===== config.mk =====
export PLATFORM = sky130hd
export DESIGN_NAME = pc_unit
export DESIGN_NICKNAME = d
export VERILOG_FILES = /design/src/rtl/pc_unit.sv
export SDC_FILE = /design/constraint.sdc
export NUM_CORES = 1
export LEC_CHECK = 0
export CELL_PAD_IN_SITES_DETAIL_PLACEMENT = 2
export CELL_PAD_IN_SITES_GLOBAL_PLACEMENT = 2
export CORE_AREA = 5 5 140 142
export DETAILED_ROUTE_END_ITERATION = 10
export DIE_AREA = 0 0 145 147
export GPL_TIMING_DRIVEN = 0
export HOLD_SLACK_MARGIN = 0.06
export PLACE_DENSITY_LB_ADDON = 0.1
export SETUP_SLACK_MARGIN = 0.2
export SLEW_MARGIN = 15
export SYNTH_ARGS = -nofsm -noshare
export SYNTH_HDL_FRONTEND = slang
export SYNTH_SLANG_ARGS = --single-unit

===== constraint.sdc =====
create_clock -name clk -period 3.45 [get_ports clk]
set_input_delay 0.69 -clock clk [delete_from_list [all_inputs] [get_ports clk]]
set_output_delay 0.69 -clock clk [all_outputs]
set_load 0.005 [all_outputs]

===== src/rtl/pc_unit.sv =====
// Program-counter unit with prioritised redirect, exception/misalign capture and an optional
// return-address stack compiled in by defining PC_UNIT_RAS_EN.
module pc_unit #(
  parameter int unsigned     WIDTH     = 32,
  parameter logic [WIDTH-1:0] RESET_PC = WIDTH'(32'h0000_3000),
  parameter logic [WIDTH-1:0] EXC_VEC  = WIDTH'(32'h0000_4180),
  parameter int unsigned     RAS_DEPTH = 4
) (
  input  logic             clk,
  input  logic             reset,
  input  logic             stall,
  input  logic             pcsrc,
  input  logic             jump,
  input  logic             link,
  input  logic             jr,
  input  logic             ret,
  input  logic             exc,
  input  logic [WIDTH-1:0] npc,
  input  logic [WIDTH-1:0] jpc,
  input  logic [WIDTH-1:0] jrpc,
  output logic [WIDTH-1:0] pc,
  output logic [WIDTH-1:0] pc4,
  output logic [WIDTH-1:0] epc,
  output logic             misalign
);

  logic [WIDTH-1:0] pc_d;
  logic [WIDTH-1:0] epc_d;
  logic [WIDTH-1:0] jr_tgt;
  logic [WIDTH-1:0] ras_top;
  logic             mis_d;
  logic             do_push;
  logic             do_pop;
  logic             ras_nonempty;

  assign pc4 = pc + WIDTH'(4);

  // Next-PC selection: exc, stall, jr, jump, pcsrc, sequential; reset handled in the register.
  always_comb begin
    pc_d    = pc;
    epc_d   = epc;
    mis_d   = misalign;
    jr_tgt  = jrpc;
    do_push = 1'b0;
    do_pop  = 1'b0;
    if (exc) begin
      pc_d  = EXC_VEC;
      epc_d = pc;
      mis_d = 1'b0;
    end else if (!stall) begin
      mis_d = 1'b0;
      if (jr) begin
        if (ret && ras_nonempty) begin
          jr_tgt = ras_top;
          do_pop = 1'b1;
        end
        if (jr_tgt[1:0] != 2'b00) begin
          pc_d  = EXC_VEC;
          epc_d = pc;
          mis_d = 1'b1;
        end else begin
          pc_d = jr_tgt;
        end
      end else if (jump) begin
        pc_d    = jpc;
        do_push = link;
      end else if (pcsrc) begin
        pc_d = npc;
      end else begin
        pc_d = pc4;
      end
    end
  end

  always_ff @(posedge clk) begin
    if (reset) begin
      pc       <= RESET_PC;
      epc      <= '0;
      misalign <= 1'b0;
    end else begin
      pc       <= pc_d;
      epc      <= epc_d;
      misalign <= mis_d;
    end
  end

`ifdef PC_UNIT_RAS_EN
  localparam int unsigned PW = $clog2(RAS_DEPTH);
  localparam int unsigned CW = PW + 1;

  logic [WIDTH-1:0] ras_mem [RAS_DEPTH];
  logic [PW-1:0]    ras_ptr;
  logic [CW-1:0]    ras_cnt;

  // Circular buffer: ras_ptr is the next write slot, so a full push silently drops the oldest.
  assign ras_top      = ras_mem[ras_ptr - PW'(1)];
  assign ras_nonempty = (ras_cnt != '0);

  always_ff @(posedge clk) begin
    if (reset) begin
      ras_ptr <= '0;
      ras_cnt <= '0;
    end else if (do_push) begin
      ras_mem[ras_ptr] <= pc4;
      ras_ptr          <= ras_ptr + PW'(1);
      if (ras_cnt != CW'(RAS_DEPTH)) ras_cnt <= ras_cnt + CW'(1);
    end else if (do_pop) begin
      ras_ptr <= ras_ptr - PW'(1);
      ras_cnt <= ras_cnt - CW'(1);
    end
  end
`else
  logic unused_ok;
  assign ras_top      = '0;
  assign ras_nonempty = 1'b0;
  assign unused_ok    = do_push | do_pop | (RAS_DEPTH == 0);
`endif

endmodule


# Yosys cells after proc, flatten, opt, wreduce, memory -nomap -nowiden
# Index checks and enable logic that the tools add are counted.
# totals
word_cells	26
ff_bits	65
input_bits	105
# classes
addsub	1
eq_ne	1
n_mux	15
reduce_logical	5
# op_table
cell	n
$mux W32	11
$add A32 B3 Y32 const B	1
$mux W15	2
$reduce_bool A2 Y1	3
$reduce_and A3 Y1	1
$mux W1	2
$ne A2 B1 Y1 const B	1
$reduce_or A2 Y1	1

# Logic depth before layout (Yosys ltp)
# logic_depth
depth_word	8
mapped_depth	8
ltp_nobuf	6

# Worst setup path before layout
# Ideal clock, no wire load.
# synth_path
path_type	reg2out
start	reg pc[7]
end	out pc4[23]
stages_incl_launch_ff	8
arrival_time_ns	1.623
required_time_ns	2.760
n_path_buf	3
path_slack_ns	1.137
path_cell_list	dfxtp_1 buf_2 and4_1 buf_4 nand4_2 buf_4 o31a_1 or2_2
# synth_via
elab_chain_len	1
# synth_rtl
item	line	text
from (decl)	21	output logic [WIDTH-1:0] pc,
from (signal assigned)	81	pc <= pc_d;
$add A32 B3 Y32	36	assign pc4 = pc + WIDTH'(4);
to (decl)	22	output logic [WIDTH-1:0] pc4,
# No other way between the ends.

# Final worst setup path
# layout_path
start	reg pc[4]
end	out pc4[17]
# The elaborated chain is that of the path after synthesis.

==> impl_summary.log <==
[metrics] count of flip-flops with a built-in enable after synthesis: 0
[metrics] switching power: 0.637 mW
[metrics] share of layout cells above drive strength 1: 0.0899
[metrics] violation count after the first detailed-routing iteration: 214
[metrics] count of cells along the worst register-to-register path: 7
[metrics] DRT antenna net count: 0
[metrics] number of buffers inserted by hold repair at cts: 0
[metrics] DIE AREA: 21300 um^2
[metrics] required time of the critical path: 2.76 ns
[metrics] Tot Pwr: 2.16 mW
[metrics] initial standard-cell utilization of the core: 0.215
[metrics] clock power share: 0.414
[metrics] standard cell core area: 18300 um^2
[metrics] sequential share of power: 0.374
[metrics] Final Hold Viols: 0
[metrics] Max Fanout on Critical Path: 10
[metrics] sequential share of the synthesized area: 0.331
[metrics] reg2reg setup slack: 1.47 ns
[metrics] Longest Clk Path Bufs: 2
[metrics] Antenna Diode Count: 0
[metrics] cell area after layout: 6620 um^2
[metrics] Initial DRT Pass Iterations: 4
[metrics] aggregate negative setup slack: 0 ns
[metrics] number of distinct library cell variants in the gate-level netlist after synthesis: 62
[metrics] CP Launch Type: register
[metrics] ordered cell list for the critical path: clkbuf_4, and4_4, nand4_4, buf_12, o21a_1, or2_2, clkdlybuf4s50_1
[metrics] Die Y: 147 um
[metrics] I/O pin count: 202
[metrics] capturing point of the worst reg2reg path: pc[17]
[metrics] FFs w/ async S/R, synth: 0
[metrics] pin count of the biggest net entering global routing: 12
[metrics] worst-path cell with the longest stage delay: clkdlybuf4s50_1
[metrics] cell area after placement: 6200 um^2
[metrics] Pwr Density: 326 nW/um^2
[metrics] clock tree from TritonCTS: yes
[metrics] type of destination of the critical path: output port
[metrics] routability-driven placement congestion ratio: 0.804
[metrics] Top FF cell, synth: dfxtp_1
[metrics] per-instance average area after synthesis: 7.28 um^2
[metrics] worst path arrival time: 2.49 ns
[metrics] final net count: 857
[metrics] gate count of the mapped netlist: 540
[metrics] IR Drop Worst-Case VDD: 218 uV
[metrics] count of max-cap constraint violations: 0
[metrics] Min-Delay Path Depth: 2
[metrics] combinational cell fraction of total power: 0.213
[metrics] wire length per cell: 23.2 um
[metrics] cell types occupying the most area after synthesis: dfxtp_1, nand2_1, a21oi_1
[metrics] leftover overflow at the end of global routing: 0
[metrics] crit-path leading delay family: buffers and inverters
[metrics] drt total wl: 23000 um
[metrics] die width: 145 um
[metrics] Tot GR Track Use: 0.210
[metrics] buffer type at the clock tree root: clkbuf_16
[metrics] fin crit share: 0.922
[metrics] worst slack, placed: 0.204 ns
[metrics] number of buffers inserted during clock tree synthesis: 9
[metrics] Layout Area Growth over Synthesis: 68.2%
[metrics] warning count from the yosys run: 0
[metrics] tightest slew margin relative to the limit: 0.224
[metrics] synthesized-area fraction occupied by ao, oa, aoi and oai cells: 0.264
[metrics] flip-flop and latch count after synthesis: 65
[metrics] HP Start: epc[8]
[metrics] critical path class: register to output port
[metrics] highest cell delay on the worst timing path: 0.46 ns
[metrics] Remaining DRCs: 0
[metrics] Final setup violation count: 0
[metrics] number of global-route vias before repair: 5698
[metrics] CTS H-Tree Depth: 3
[metrics] number of buffer cells added on primary ports: 197
[metrics] synthesized-area fraction occupied by xor and xnor cells: 0.0468
[metrics] worst reg2reg path startpoint: pc[4]
[metrics] routed via count: 4982
[metrics] setup repair after global routing missed its margin: yes
[metrics] proportion of synthesized area in mux cells: 0.0156
[metrics] GRT met3 Usage: 0.0679
[metrics] combinational family with the most area after synthesis: simple AND/OR/NAND/NOR gates
[metrics] peak-usage layer in the global routing report: met2
[metrics] number of buffer and inverter instances along the worst setup path: 3
[metrics] most numerous cell in the Yosys netlist: nand2_1
[metrics] simple-gate share of the synthesized area: 0.268
[metrics] clock skew after layout: 0.0121 ns
[metrics] global-route wire length before repair: 34800 um
[metrics] met2 Use GR: 0.371
[metrics] Rows: 50
[metrics] Worst Hold Class: register to register
[metrics] most common library cells after synthesis: nand2_1, a21oi_1, dfxtp_1
[metrics] Static Leak: 2.30 nW
[metrics] cell type with the highest aggregate area in the netlist: dfxtp_1
[metrics] adder-cell area share of the yosys netlist: 0.00318
[metrics] Worst-Skew Late Latency: 0.34 ns
[metrics] Final min period: 3.18 ns
[metrics] summed instance area of the synthesized netlist: 3930 um^2
[metrics] transition time of the tightest slew-check pin: 1.15 ns
[metrics] switching portion of total power: 0.296
[metrics] Layout fillers: 2132
[metrics] Setup WS post-layout: 0.270 ns
[metrics] via density per instance: 5.03
[metrics] achievable frequency: 0.315 GHz
[metrics] result of the run: complete, no violations
[metrics] Internal Pwr Total: 1.52 mW
[metrics] clock net sink count: 65
[metrics] share of the synthesized area in the top cell type: 0.331
[metrics] initial antenna violation count: 0
[metrics] synthesized net count: 646
[metrics] M1 GR Usage: 0.248
[metrics] number of slew-limit violations in the final report: 0
[metrics] hold endpoint: epc[8]
[metrics] register clock-pin slew on the reported worst setup and hold paths: 0.06 ns
[metrics] post-detailed-placement half-perimeter wirelength: 17900 um
[layer usage]
| metal | vias to the layer above | part of all wire |
|---|---|---|
| li1 | 2350 | - |
| met1 | 2479 | 0.41 |
| met2 | 137 | 0.50 |
| met3 | 16 | 0.072 |
| met4 | 0 | 0.010 |
| met5 | - | 0 |
[cells by family (layout without fill, tap and decap cells)]
| group | Yosys count | after routing |
|---|---|---|
| xor gates and xnor gates | 21 | 21 |
| and+or+nand+nor | 221 | 221 |
| muxes | 6 | 6 |
| DFF | 65 | 65 |
| adders and majority gates | 1 | 1 |
| AOI/OAI and AO/OA | 163 | 163 |
| buffers and inverters | 63 | 279 |
[power by group through the flow]
stage / logic, mW / registers (mW) / clock network, mW
floorplan: 0.166 / 0.813 / 0
global placement: 0.444 / 0.820 / 0
detailed placement: 0.452 / 0.822 / 0
CTS: 0.458 / 0.806 / 0.903
global route: 0.494 / 0.809 / 0.944
finish: 0.458 / 0.805 / 0.891
[registers in the layout (all words and copies together), names as in the netlist, named ones only]
register,count
epc,32
pc,30
misalign,1
[worst max path at each step]
stage / from / end / slack [ns] / cells after the start
2_1_floorplan: pc[7] / pc4[23] / 1.14 / 7
3_3_place_gp: pc[2] / pc4[30] / 0.26 / 7
3_5_place_dp: pc[2] / pc4[22] / 0.20 / 6
4_1_cts: pc[8] / pc4[17] / 0.21 / 8
5_1_grt: pc[8] / pc4[18] / 0.15 / 5
6_report: pc[4] / pc4[17] / 0.27 / 7
[placed cells by master (no fill, tap or decap), types with 7 or more instances in the layout]
cell type and instances:
inv_1 10, a21oi_1 69, a22o_1 7, o21ai_0 21
o221ai_1 11, nand2_1 115, buf_4 11, clkdlybuf4s50_1 193
clkbuf_1 33, dfxtp_1 57, nand3_1 12, clkbuf_16 9
nor3_1 7, nor2_1 30, nand4_1 11, o22ai_1 10
xnor2_1 14
[timing repair]
item,4_1_cts,5_1_grt
gates cloned,0,0
setup buffers,0,3
setup endpoints to repair,17,9
pin swaps,1,1
resized for setup,36,7
[stage by stage]
stage | utilization | hold slack (ns) | instances
after floorplan | - | 0.448 | 540
after global placement | 0.338 | 0.440 | 971
after detailed placement | 0.338 | 0.449 | 971
after CTS | 0.358 | 0.456 | 987
after global routing | 0.361 | 0.467 | 990
final | 0.361 | 0.454 | 990
[worst reg2reg max path: stages (launching register included)]
cell	delay (ns)
dfxtp_1	0.34
clkbuf_4	0.20
and4_4	0.30
nand4_4	0.16
buf_12	0.19
o21a_1	0.18
o311ai_0	0.34
a21oi_1	0.12
[final cells by class]
class,count,area [um^2],area share
buffer,53,283,0.0427
clock inverter,5,31.3,0.00473
tap,234,293,0.0442
sequential,65,1320,0.199
clock buffer,11,243,0.0367
timing repair buffer,200,1990,0.301
inverter,10,37.5,0.00567
multi-input combinational,412,2420,0.366
(Power assumes the default switching activity.)
